## config.mk

```make
export PLATFORM = sky130hd
export DESIGN_NAME = uart_tx_fifo
export DESIGN_NICKNAME = d
export VERILOG_FILES = /design/src/rtl/uart_tx_fifo.sv
export SDC_FILE = /design/constraint.sdc
export NUM_CORES = 1
export LEC_CHECK = 0
export CAP_MARGIN = 0
export CORE_ASPECT_RATIO = 0.75
export CORE_UTILIZATION = 27
export CTS_CLUSTER_SIZE = 30
export DETAILED_ROUTE_END_ITERATION = 7
export DONT_BUFFER_PORTS = 1
export GPL_TIMING_DRIVEN = 0
export PLACE_DENSITY_LB_ADDON = 0.3
export SLEW_MARGIN = 10
export SYNTH_ARGS = -nofsm -noshare
export SYNTH_HDL_FRONTEND = slang
export SYNTH_SLANG_ARGS = --single-unit
```

## constraint.sdc

```tcl
create_clock -name i_Clock -period 2.6 [get_ports i_Clock]
set_input_delay 0.26 -clock i_Clock [delete_from_list [all_inputs] [get_ports i_Clock]]
set_output_delay 0.26 -clock i_Clock [all_outputs]
set_load 0.05 [all_outputs]
```

## src/rtl/uart_tx_fifo.sv

```systemverilog
// UART transmitter fed by a small FIFO; queued words go out back-to-back.
// Optional parity bit is compiled in by defining UART_TX_PARITY_EN.
module uart_tx_fifo #(
  parameter int CLKS_PER_BIT = 5208,
  parameter int DATA_BITS    = 8,
  parameter int STOP_BITS    = 1,
  parameter int FIFO_DEPTH   = 4,
  parameter bit PARITY_ODD   = 1'b0
) (
  input  logic                          i_Clock,
  input  logic                          i_Rst_n,
  input  logic                          i_Tx_DV,
  input  logic [DATA_BITS-1:0]          i_Tx_Byte,
  output logic                          o_Tx_Ready,
  output logic                          o_Tx_Serial,
  output logic                          o_Tx_Active,
  output logic                          o_Tx_Done,
  output logic [$clog2(FIFO_DEPTH):0]   o_Fifo_Count,
  output logic                          o_Overflow
);

  localparam int PTR_W     = $clog2(FIFO_DEPTH);
  localparam int CNT_W     = PTR_W + 1;
  localparam int BIT_W     = $clog2(DATA_BITS);
  localparam int STOP_CLKS = STOP_BITS * CLKS_PER_BIT;
  localparam int CLK_W     = $clog2(STOP_CLKS);

  localparam logic [CLK_W-1:0] BIT_LAST  = CLK_W'(CLKS_PER_BIT - 1);
  localparam logic [CLK_W-1:0] STOP_LAST = CLK_W'(STOP_CLKS - 1);
  localparam logic [CLK_W-1:0] STOP_PRE  = CLK_W'(STOP_CLKS - 2);
  localparam logic [BIT_W-1:0] IDX_LAST  = BIT_W'(DATA_BITS - 1);

`ifdef UART_TX_PARITY_EN
  typedef enum logic [2:0] {
    S_IDLE   = 3'd0,
    S_START  = 3'd1,
    S_DATA   = 3'd2,
    S_PARITY = 3'd3,
    S_STOP   = 3'd4
  } state_t;
`else
  typedef enum logic [2:0] {
    S_IDLE   = 3'd0,
    S_START  = 3'd1,
    S_DATA   = 3'd2,
    S_STOP   = 3'd4
  } state_t;
`endif

  state_t                 state;
  logic [CLK_W-1:0]       clk_cnt;
  logic [BIT_W-1:0]       bit_idx;
  logic [DATA_BITS-1:0]   shift;

  logic [DATA_BITS-1:0]   mem [FIFO_DEPTH];
  logic [PTR_W-1:0]       wr_ptr;
  logic [PTR_W-1:0]       rd_ptr;
  logic [CNT_W-1:0]       count;

  logic push;
  logic pop;
  logic frame_end;

  assign o_Tx_Ready   = (count < CNT_W'(FIFO_DEPTH));
  assign o_Fifo_Count = count;
  assign push         = i_Tx_DV & o_Tx_Ready;
  assign frame_end    = (state == S_STOP) && (clk_cnt == STOP_LAST);
  // The FIFO head is only consumed at frame boundaries: from IDLE or on the last stop cycle.
  assign pop          = (count != '0) && ((state == S_IDLE) || frame_end);

  // NOTE: storage array carries no reset; only pointers and count define valid contents.
  always_ff @(posedge i_Clock) begin
    if (push) mem[wr_ptr] <= i_Tx_Byte;
  end

  // NOTE: all sequential state uses non-blocking assignments so every block sees pre-edge values.
  always_ff @(posedge i_Clock or negedge i_Rst_n) begin
    if (!i_Rst_n) begin
      wr_ptr     <= '0;
      rd_ptr     <= '0;
      count      <= '0;
      o_Overflow <= 1'b0;
    end else begin
      if (push) wr_ptr <= wr_ptr + PTR_W'(1);
      if (pop)  rd_ptr <= rd_ptr + PTR_W'(1);
      case ({push, pop})
        2'b10:   count <= count + CNT_W'(1);
        2'b01:   count <= count - CNT_W'(1);
        default: count <= count;
      endcase
      if (i_Tx_DV && !o_Tx_Ready) o_Overflow <= 1'b1;
    end
  end

`ifdef UART_TX_PARITY_EN
  logic parity_q;
`else
  logic unused_parity_odd;
  assign unused_parity_odd = PARITY_ODD;
`endif

  always_ff @(posedge i_Clock or negedge i_Rst_n) begin
    if (!i_Rst_n) begin
      state       <= S_IDLE;
      clk_cnt     <= '0;
      bit_idx     <= '0;
      shift       <= '0;
      o_Tx_Serial <= 1'b1;
      o_Tx_Active <= 1'b0;
      o_Tx_Done   <= 1'b0;
`ifdef UART_TX_PARITY_EN
      parity_q    <= 1'b0;
`endif
    end else begin
      o_Tx_Done <= 1'b0;
      case (state)
        S_IDLE: begin
          o_Tx_Serial <= 1'b1;
          if (pop) begin
            shift       <= mem[rd_ptr];
`ifdef UART_TX_PARITY_EN
            parity_q    <= ^mem[rd_ptr] ^ PARITY_ODD;
`endif
            clk_cnt     <= '0;
            state       <= S_START;
            o_Tx_Serial <= 1'b0;
            o_Tx_Active <= 1'b1;
          end else begin
            o_Tx_Active <= 1'b0;
          end
        end

        S_START: begin
          if (clk_cnt == BIT_LAST) begin
            clk_cnt     <= '0;
            bit_idx     <= '0;
            state       <= S_DATA;
            o_Tx_Serial <= shift[0];
          end else begin
            clk_cnt <= clk_cnt + CLK_W'(1);
          end
        end

        S_DATA: begin
          if (clk_cnt == BIT_LAST) begin
            clk_cnt <= '0;
            if (bit_idx == IDX_LAST) begin
`ifdef UART_TX_PARITY_EN
              state       <= S_PARITY;
              o_Tx_Serial <= parity_q;
`else
              state       <= S_STOP;
              o_Tx_Serial <= 1'b1;
`endif
            end else begin
              // Shift right so the next data bit always sits at index 1.
              bit_idx     <= bit_idx + BIT_W'(1);
              shift       <= shift >> 1;
              o_Tx_Serial <= shift[1];
            end
          end else begin
            clk_cnt <= clk_cnt + CLK_W'(1);
          end
        end

`ifdef UART_TX_PARITY_EN
        S_PARITY: begin
          if (clk_cnt == BIT_LAST) begin
            clk_cnt     <= '0;
            state       <= S_STOP;
            o_Tx_Serial <= 1'b1;
          end else begin
            clk_cnt <= clk_cnt + CLK_W'(1);
          end
        end
`endif

        S_STOP: begin
          if (clk_cnt == STOP_LAST) begin
            clk_cnt <= '0;
            if (pop) begin
              shift       <= mem[rd_ptr];
`ifdef UART_TX_PARITY_EN
              parity_q    <= ^mem[rd_ptr] ^ PARITY_ODD;
`endif
              state       <= S_START;
              o_Tx_Serial <= 1'b0;
            end else begin
              state       <= S_IDLE;
              o_Tx_Active <= 1'b0;
            end
          end else begin
            clk_cnt <= clk_cnt + CLK_W'(1);
            // Registered pulse lands on the final stop cycle itself.
            o_Tx_Done <= (clk_cnt == STOP_PRE);
          end
        end

        default: begin
          state       <= S_IDLE;
          o_Tx_Serial <= 1'b1;
          o_Tx_Active <= 1'b0;
        end
      endcase
    end
  end

endmodule

```

==> results_dict.tcl <==
set metrics [dict create \
    status "complete, no violations" \
    hpwl_mm 4.728 \
    ys_top_cells_by_area "edfxtp_1, dfrtp_1, mux2_2, mux4_2, ha_1" \
    grt_use_total_pct 11.67 \
    p_leak_uw 0.001485 \
    hold_violations 0 \
    start_util_pct 27.75 \
    n_antenna_cell 0 \
    tns_ns 0 \
    required_ns 2.84 \
    synth_top_cell_by_area "edfxtp_1" \
    h-tree-depth 3 \
    reg2reg_depth 9 \
    ys_ff_latch 70 \
    cts_tree "built" \
    setup_viol 0 \
    drv_cap 0 \
    synth_ff_type "dfrtp_1" \
    whs_ns 0.03088 \
    fillCellCount 1197 \
    synth-edff-count 32 \
    multi_input_area_um2 1409 \
    portBuffers 0 \
    post_drt_wl_per_cell_um 15.17 \
    synth_top_area_share_pct 28.14 \
    clock_latency_ns 0.32 \
    ir_worst_vdd_mv 0.5081 \
    fin_nets 311 \
    slowest_stage "or4_4" \
    grt_pass1_vias 2279 \
    drt_iter0_markers 125 \
    clkSlewWorstSetupHoldPaths_ns 0.06 \
    path_max_fanout 8 \
    place_congestion 0.7634 \
    final_util_pct 32.87 \
    stdcell_count 460 \
    row_count 35 \
    rr_startpoint "clk_cnt[7]" \
    ant_nets 0 \
    crit_arrival_ns 2.72 \
    io_pins 19 \
    firstDrtPassIters 4 \
    cts_max_path_buffers 2 \
    max_freq_mhz 404.0 \
    yosysMostFrequentCell "dfrtp_1" \
    async_flop_share_pct 54.29 \
    drc 0 \
    fp.coreArea_um2 12310 \
    die_h_um 99.39 \
    num_vias 2202 \
    min_period_over_period_pct 95.19 \
    p_per_area_nw_per_um2 834.7 \
    slew_viol_final 0 \
    crit_path_start_kind "register" \
    path_cells "nand3b_1 > or4_4 > a21oi_4 > ha_4 > inv_1 > fa_2 > xor2_1 > nor2_1 > xnor2_1" \
    syn_nets 293 \
    reg2reg_slack_ns 0.13 \
    synthesis.area_um2 3415 \
    drive_above_1_share_pct 22.79 \
    overflow 0 \
    critPathCapture "o_Fifo_Count[2]" \
    cp-startpoint "clk_cnt[7]" \
    area_growth_pct 18.47 \
    ys_seq_area_share_pct 56.03 \
    syn_area_per_cell_um2 12.55 \
    hp-class "in -> reg" \
    cts_num_sinks 70 \
    antenna_found_initial 0 \
    ys_types 52 \
    numCtsBuffers 9 \
    crit_type "reg -> reg" \
    skew_ns 0.003540 \
    dieArea_um2 13110 \
    seqCellArea_um2 1918 \
    slowest_delay_ns 0.57 \
    netlist_top_cells_count "dfrtp_1, edfxtp_1, mux2_2, inv_1, nand2_1" \
    netlist_instances 272 \
    routed_wirelength_mm 6.976 \
    placed_cells 438 \
    relSlewSlack_pct 47.36 \
    cts_root_buf "clkbuf_16" \
    rsz0062_at_grt "false" \
    grt_max_degree 39 \
    viasPerCell 4.787 \
    chipWidth_um 131.9 \
    endpoint_kind "register" \
    r2r-end "o_Fifo_Count[2]" \
    yosys_warnings 0 \
    grt_pass1_wl_mm 11.89 \
    worstMarginPinSlew_ns 0.7861 \
    min_period_ns 2.475 \
]
-- cell type report --
cell class,count,area share (%)
buffer,12,1.361
clock buffer,9,5.568
clock inverter,6,2.165
inverter,16,1.485
multi-input combinational,172,34.83
sequential,70,47.42
tap,166,5.135
timing repair buffer,9,2.041
-- cells in the final DEF (no fill, tap or decap), types with 3 or more instances in the layout --
cell / netlist / routed
a21oi_1: 6 / 6
a31oi_1: 14 / 14
and2_1: 5 / 5
and3_1: 5 / 5
buf_4: 0 / 7
clkbuf_1: 9 / 8
clkbuf_16: 0 / 9
dfrtp_1: 37 / 33
dfrtp_2: 0 / 4
edfxtp_1: 32 / 32
ha_1: 9 / 7
inv_1: 16 / 16
mux2_2: 17 / 17
mux4_2: 8 / 8
nand2_1: 15 / 15
nand2b_1: 4 / 4
nand3_1: 12 / 12
nand4_1: 3 / 3
nor2_1: 4 / 4
nor2b_1: 4 / 4
nor3_1: 3 / 3
nor4_1: 3 / 3
o211ai_1: 4 / 4
o21ai_0: 11 / 11
or3_1: 5 / 5
xnor2_1: 4 / 4
xor2_1: 5 / 5
-- state kept, by name, summed over array words and instances (netlist names), 2 cells and up --
register and cells:
shift 8, bit_idx 3, state 3, mem 32
clk_cnt 13, rd_ptr 2, wr_ptr 2, o_Fifo_Count 3
-- through the flow --
step | area, um^2 | power [uW] | worst slack, ns
3_5_place_dp | 3637 | 2085 | -0.2478
4_1_cts | 4039 | 3420 | 0.05883
6_report | 4045 | 3376 | 0.1250
3_3_place_gp | 3637 | 2067 | -0.2173
5_1_grt | 4045 | 3545 | 0.03874
2_1_floorplan | 3430 | 1945 | 0.002478
-- power by group --
part / internal [uW] / leakage (uW) / switching, uW
clock: 831 / 0.000145 / 441
sequential: 1340 / 0.000757 / 247
combinational: 222 / 0.000583 / 290
-- kinds of logic after synthesis --
group | Yosys count | synth area share, %
mux | 26 | 11.18
buf+inv | 30 | 3.811
compound gates | 50 | 9.600
fa+ha+maj | 10 | 3.884
xor+xnor | 9 | 2.308
flops | 70 | 56.03
simple gates | 77 | 13.19
-- routing by layer --
layer | global-route usage, % | routed length (um)
met5 | 0 | 0
met4 | 5.367 | 121
met3 | 2.294 | 263
met2 | 17.75 | 3028
met1 | 16.12 | 3563
-- repair_timing --
item | 4_1_cts | 5_1_grt
pin swaps | 4 | 3
resized for setup | 6 | 1
hold endpoints to repair | 38 | 0
hold buffers | 2 | 0
setup endpoints to repair | 2 | 1
setup buffers | 6 | 1
-- worst max-delay path: cells and delay by family (launching register included) --
kind | cells | cell delay [ns]
AO/OA/AOI/OAI | 1 | 0.21
AND/OR/NAND/NOR | 3 | 0.92
buffers and inverters | 1 | 0.05
flip-flops | 1 | 0.46
XOR/XNOR | 2 | 0.26
adder cells (fa/ha/maj) | 2 | 0.49
-- worst min-delay path by stage --
stage	start	to	slack [ns]	cells after the start
2_1_floorplan	i_Rst_n	bit_idx[0]	-0.04	0
3_3_place_gp	i_Rst_n	clk_cnt[10]	-0.03	0
3_5_place_dp	i_Rst_n	o_Tx_Done	-0.03	0
4_1_cts	i_Tx_Byte[7]	mem[0][7]	0.02	0
5_1_grt	i_Tx_Byte[7]	mem[0][7]	0.02	0
6_report	i_Tx_Byte[7]	mem[1][7]	0.03	0
(Power assumes the default switching activity.)
